`config.mk`:
```
export PLATFORM = sky130hd
export DESIGN_NAME = key_search_controller_flat
export DESIGN_NICKNAME = d
export VERILOG_FILES = /design/src/rtl/key_search_pkg.sv /design/src/rtl/key_search_if.sv /design/src/rtl/key_search_controller.sv /design/src/flat_wrapper.sv
export SDC_FILE = /design/constraint.sdc
export NUM_CORES = 1
export LEC_CHECK = 0
export BUFFER_PORTS_ARGS = -buffer_cell sky130_fd_sc_hd__buf_2
export CAP_MARGIN = 15
export CORE_UTILIZATION = 35
export CTS_CLUSTER_SIZE = 24
export DETAILED_ROUTE_END_ITERATION = 16
export GPL_TIMING_DRIVEN = 0
export PLACE_DENSITY_LB_ADDON = 0.1
export SLEW_MARGIN = 20
export SYNTH_ARGS = -nofsm -noshare
export SYNTH_HDL_FRONTEND = slang
export SYNTH_SLANG_ARGS = --single-unit
```
`constraint.sdc`:
```
create_clock -name clk -period 2 [get_ports clk]
set_input_delay 0.2 -clock clk [delete_from_list [all_inputs] [get_ports clk]]
set_output_delay 0.2 -clock clk [all_outputs]
set_load 0.005 [all_outputs]
```
`src/rtl/key_search_pkg.sv`:
```
// Shared types and default widths for the key search sequencer.
// Provides the FSM state enum and the default key/count widths.
package key_search_pkg;

    localparam int DEF_KEY_WIDTH   = 24;
    localparam int DEF_COUNT_WIDTH = 23;

    typedef enum logic [2:0] {
        S_IDLE,
        S_LOAD,
        S_LAUNCH,
        S_WAIT,
        S_CHECK,
        S_ADVANCE,
        S_FOUND,
        S_FAILED
    } search_state_t;

endpackage

```
`src/rtl/key_search_if.sv`:
```
// Key generator / decrypt core bundle seen by the search controller.
// master: controller side (increment, core_key, core_start out).
interface key_search_if
    import key_search_pkg::*;
#(
    parameter int KEY_WIDTH = DEF_KEY_WIDTH
) ();

    logic [KEY_WIDTH-1:0] key_in;
    logic                 exhausted_in;
    logic                 increment;
    logic [KEY_WIDTH-1:0] core_key;
    logic                 core_start;
    logic                 core_done;
    logic                 core_valid;

    modport master (
        input  key_in,
        input  exhausted_in,
        output increment,
        output core_key,
        output core_start,
        input  core_done,
        input  core_valid
    );

    modport slave (
        output key_in,
        output exhausted_in,
        input  increment,
        input  core_key,
        input  core_start,
        output core_done,
        output core_valid
    );

endinterface

```
`src/rtl/key_search_controller.sv`:
```
// Sequences candidate keys through the decrypt core until hit/exhaust/timeout.
// Ports: clk, nreset, start, abort, bus (key_search_if.master), status outputs.
module key_search_controller
    import key_search_pkg::*;
#(
    parameter int KEY_WIDTH      = DEF_KEY_WIDTH,
    parameter int COUNT_WIDTH    = DEF_COUNT_WIDTH,
    parameter int TIMEOUT_CYCLES = 65536,
    parameter int TIMER_WIDTH    = 17
) (
    input  logic                   clk,
    input  logic                   nreset,
    input  logic                   start,
    input  logic                   abort,
    key_search_if.master           bus,
    output logic                   busy,
    output logic                   found,
    output logic                   failed,
    output logic                   timeout,
    output logic [KEY_WIDTH-1:0]   found_key,
    output logic [COUNT_WIDTH-1:0] keys_tried
);

    localparam bit TO_EN = (TIMEOUT_CYCLES != 0);
    localparam logic [TIMER_WIDTH-1:0] TO_LAST =
        TIMER_WIDTH'(TO_EN ? TIMEOUT_CYCLES - 1 : 0);

    search_state_t          state;
    logic [KEY_WIDTH-1:0]   key_q;
    logic                   exh_q;
    logic                   valid_q;
    logic [TIMER_WIDTH-1:0] timer;

    assign busy   = state inside {S_LOAD, S_LAUNCH, S_WAIT,
                                  S_CHECK, S_ADVANCE};
    assign found  = (state == S_FOUND);
    assign failed = (state == S_FAILED);

    // Pulses are state decodes gated by abort so an abort
    // cycle never launches the core or advances the generator.
    assign bus.increment  = (state == S_ADVANCE) && !abort;
    assign bus.core_start = (state == S_LAUNCH) && !abort;
    assign bus.core_key   = key_q;

    always_ff @(posedge clk or negedge nreset) begin
        if (!nreset) begin
            state      <= S_IDLE;
            key_q      <= '0;
            exh_q      <= 1'b0;
            valid_q    <= 1'b0;
            timer      <= '0;
            timeout    <= 1'b0;
            found_key  <= '0;
            keys_tried <= '0;
        end else if (abort && busy) begin
            state <= S_IDLE;
        end else begin
            unique case (state)
                S_IDLE: begin
                    if (start) state <= S_LOAD;
                end
                S_LOAD: begin
                    key_q <= bus.key_in;
                    exh_q <= bus.exhausted_in;
                    state <= S_LAUNCH;
                end
                S_LAUNCH: begin
                    timer <= '0;
                    state <= S_WAIT;
                end
                S_WAIT: begin
                    timer <= timer + 1'b1;
                    if (bus.core_done) begin
                        valid_q <= bus.core_valid;
                        if (~&keys_tried)
                            keys_tried <= keys_tried + 1'b1;
                        state <= S_CHECK;
                    end else if (TO_EN && timer == TO_LAST) begin
                        timeout <= 1'b1;
                        state   <= S_FAILED;
                    end
                end
                S_CHECK: begin
                    if (valid_q) begin
                        found_key <= key_q;
                        state     <= S_FOUND;
                    end else if (exh_q) begin
                        state <= S_FAILED;
                    end else begin
                        state <= S_ADVANCE;
                    end
                end
                S_ADVANCE: begin
                    state <= S_LOAD;
                end
                S_FOUND:  state <= S_FOUND;
                S_FAILED: state <= S_FAILED;
                default:  state <= S_IDLE;
            endcase
        end
    end

endmodule

```
`src/flat_wrapper.sv`:
```
// flat-port wrapper written by rule: the top's interface ports become plain ports
module key_search_controller_flat import key_search_pkg::*;
#(
    parameter int KEY_WIDTH      = DEF_KEY_WIDTH,
    parameter int COUNT_WIDTH    = DEF_COUNT_WIDTH,
    parameter int TIMEOUT_CYCLES = 65536,
    parameter int TIMER_WIDTH    = 17
)
  (clk, nreset, start, abort, busy, found, failed, timeout, found_key, keys_tried, bus_key_in, bus_exhausted_in, bus_increment, bus_core_key, bus_core_start, bus_core_done, bus_core_valid);
  key_search_if #(.KEY_WIDTH(KEY_WIDTH)) bus_i ();
  input  logic clk;
  input  logic nreset;
  input  logic start;
  input  logic abort;
  output logic busy;
  output logic found;
  output logic failed;
  output logic timeout;
  output logic [KEY_WIDTH-1:0] found_key;
  output logic [COUNT_WIDTH-1:0] keys_tried;
  input wire logic [$bits(bus_i.key_in)-1:0] bus_key_in;
  input wire logic [$bits(bus_i.exhausted_in)-1:0] bus_exhausted_in;
  output wire logic [$bits(bus_i.increment)-1:0] bus_increment;
  output wire logic [$bits(bus_i.core_key)-1:0] bus_core_key;
  output wire logic [$bits(bus_i.core_start)-1:0] bus_core_start;
  input wire logic [$bits(bus_i.core_done)-1:0] bus_core_done;
  input wire logic [$bits(bus_i.core_valid)-1:0] bus_core_valid;
  assign bus_i.key_in = bus_key_in;
  assign bus_i.exhausted_in = bus_exhausted_in;
  assign bus_increment = bus_i.increment;
  assign bus_core_key = bus_i.core_key;
  assign bus_core_start = bus_i.core_start;
  assign bus_i.core_done = bus_core_done;
  assign bus_i.core_valid = bus_core_valid;
  key_search_controller #(.KEY_WIDTH(KEY_WIDTH), .COUNT_WIDTH(COUNT_WIDTH), .TIMEOUT_CYCLES(TIMEOUT_CYCLES), .TIMER_WIDTH(TIMER_WIDTH)) u_core (.clk(clk), .nreset(nreset), .start(start), .abort(abort), .bus(bus_i), .busy(busy), .found(found), .failed(failed), .timeout(timeout), .found_key(found_key), .keys_tried(keys_tried));
endmodule
```
==> results.cfg <==
[status]
outcome = finished clean

[layout]
design_area_mm2 = 0.00546
final_cells = 626
utilization_pct = 47.6
multiInputGateArea_mm2 = 0.00180
regArea_mm2 = 0.00236
nets = 512
antenna_cells = 0
area_growth_pct = 32.5
fillCellCount = 1073
drive_above_1_share_pct = 48.0

[worst_setup_path]
critPathArrivalTime_ns = 2.20
cp-startpoint = u_core.keys_tried[8]
ff2ff_path_depth = 5
cp_max_fo = 5
slowest_stage = or4_4
required_ns = 2.22
reg2reg_from = u_core.keys_tried[8]
crit_chain = nand4_4, or2_4, or4_4, nor2_2, mux2_2
r2r-end = u_core.keys_tried[20]
cp_slowest_stage_delay_ns = 0.58
criticalPathCategory = reg2reg
start_kind = register
critPathCaptureType = register
reg2reg_slack_ns = 0.03
critPathCapture = u_core.keys_tried[20]

[logic_synthesis]
ys_seq_area_share_pct = 57.1
synth_commonest_cells = 94 x dfrtp_1, 54 x mux2_2, 24 x nor2_1
yosysMostFrequentCell = dfrtp_1
synth-seq-cells = 94
yosysUniqueCellTypes = 42
synth.area.top_cells = dfrtp_1 57%, mux2_2 15%, xnor2_1 2.5%, xor2_1 2.5%, nor2_1 2.2%
synth_edf_count = 0
ys_async_sr_fraction_pct = 100
synth_top_area_cell = dfrtp_1
ys.warnings.count = 0
synth_area_per_cell_um2 = 12.2
synth_area_mm2 = 0.00412
synth_top_cell_area_share_pct = 57.1
synthFlopType = dfrtp_1
syn-instance-count = 339
syn_nets = 373

[route]
drc = 0
dr.pass1.iters = 4
via_per_inst = 4.94
wl_um = 9250
ant_nets = 0
vias = 3090
wl_per_cell_um = 14.8
first_iter_violations = 98

[placed_design]
post_dp_cell_area_mm2 = 0.00487
portBuffers = 106
gp_congestion = 0.782
dp_cells = 589
hpwl_um = 6350

[global_routing]
use_met2_pct = 24.0
use_met3_pct = 5.49
busiest_layer = met2
grt.total_usage_pct = 15.6
grt_pass1_wl_um = 15200
grt_start_max_net_pins = 53
grt_overflow = 0
antenna_found_initial = 0
grt_pass1_vias = 3063
gr-usage-met1_pct = 19.8

[sta]
period_share_pct = 98.6
rsz0062_at_grt = true
finalSetupViolCount = 0
tightest_slew_ns = 0.886
relSlewSlack_pct = 40.8
whs_ns = 0.0860
finalHoldViolCount = 0
maxSlewViolCount = 0
max_freq_ghz = 0.507
clock_skew_ns = 0.00469
final.min_clock_period_ns = 1.97

[power_and_ir_drop]
leakage_nw = 2.92
clockPowerShare_pct = 48.3
internal_power_mw = 3.07
total_power_mw = 3.84
p_sw_share_pct = 20.2
pwr-share-comb_pct = 2.2
p_per_area_mw_per_mm2 = 703
switchingPower_uw = 774
p_seq_share_pct = 49.6
vdd_drop_max_uv = 516

[clocking]
cts.reportedPaths.clkPinSlew_ns = 0.06
insertion_delay_ns = 0.34
clockBufferDepth = 2
cts_made_buffers = 9
cts.htree.levels = 3
cts_tree = built
clockRootBuffer = clkbuf_16
cts_sinks = 94

[worst_hold_path]
hp-class = in2reg

[floorplanning]
core_area_mm2 = 0.0115
rows = 39
die_h_um = 111
start_util_pct = 36.0
dieArea_mm2 = 0.0122
die_w_um = 111
ioPinCount = 108

[flow_run]
drv_cap = 0
-- registers in the layout, indices dropped and copies added (netlist names) --
| register | count |
|---|---|
| u_core.found_key | 24 |
| u_core.valid_q | 1 |
| u_core.bus.core_key | 24 |
| u_core.keys_tried | 23 |
| u_core.timeout | 1 |
| u_core.exh_q | 1 |
| u_core.timer | 17 |
| u_core.state | 3 |
-- cell families (layout without fill, tap and decap cells) --
family                   after synthesis  after routing  synth area share [%]
AO/OA/AOI/OAI                         37             37                  5.92
XOR/XNOR                              24             24                  5.10
adder cells (fa/ha/maj)                3              3                 0.911
buffers and inverters                 17            161                  1.85
flip-flops                            94             94                  57.1
multiplexers                          55             55                  15.0
AND/OR/NAND/NOR                      109            109                  14.2
-- timing repair --
action	4_1_cts	5_1_grt
gates resized for setup	14	14
pin swaps	2	8
setup buffers	1	19
endpoints found under the setup margin	43	59
hold buffers	1	0
hold endpoints to repair	42	0
-- metal layers --
layer	wire, µm	part of all wire [%]	up-vias
met1	4100	44	1502
met4	142	1.5	0
met5	0	0	-
met3	681	7.4	11
met2	4330	47	80
li1	-	-	1497
-- worst max-delay path, delay by kind of cell, from the launching register on --
family | cells | cell delay, ns
multiplexers | 1 | 0.33
flip-flops | 1 | 0.39
AND/OR/NAND/NOR | 4 | 1.14
-- power by group through the flow --
| stage | sequential [mW] | clock (mW) | combinational (mW) |
|---|---|---|---|
| finish | 1.90 | 1.85 | 0.0840 |
| global route | 1.90 | 1.99 | 0.0989 |
| CTS | 1.90 | 1.92 | 0.0884 |
| detailed placement | 1.94 | 0 | 0.0860 |
| global placement | 1.94 | 0 | 0.0757 |
| floorplan | 1.94 | 0 | 0.00699 |
-- cell usage in the layout, fill, tap and decap left out, drive strengths merged, types with 2 or more instances in the layout --
cell	n
mux2	54
clkinv	3
a31oi	2
nand4	10
nor3	7
nand2	24
ha	3
o21ai	10
dfrtp	94
nand3	17
buf	132
a21oi	8
nor2	24
xor2	12
or4	2
o211ai	2
xnor2	12
nor4	4
and3	8
inv	6
a22o	5
or3	4
bufinv	2
o22ai	4
clkbuf	17
nand4b	2
-- per-stage QoR --
stage,setup WS [ns],TNS (ns)
after CTS,-0.0595,-0.0644
after global routing,-0.0571,-0.112
after detailed placement,-0.251,-5.12
after global placement,-0.270,-28.91
after floorplan,0.0659,0
final,0.0287,0
-- how the worst min path moves through the flow --
stage	start	to	slack, ns	depth (start not counted)
finish	bus_key_in[8]	u_core.bus.core_key[8]	0.09	2
global route	bus_key_in[17]	u_core.bus.core_key[17]	0.08	2
CTS	bus_key_in[17]	u_core.bus.core_key[17]	0.08	2
detailed placement	nreset	u_core.timer[13]	0.15	1
global placement	bus_key_in[17]	u_core.bus.core_key[17]	0.43	2
floorplan	nreset	u_core.bus.core_key[0]	-0.1	0
-- cell type report --
cell class / count / share of cell area (%)
clock inverters: 5 / 1.51
multi-input cells: 228 / 32.9
clock buffers: 11 / 4.44
well taps: 143 / 3.28
inverters: 6 / 0.412
repair buffers: 128 / 13.3
plain buffers: 11 / 1.03
flip-flops and latches: 94 / 43.2
Power figures use the tool's default switching activity.
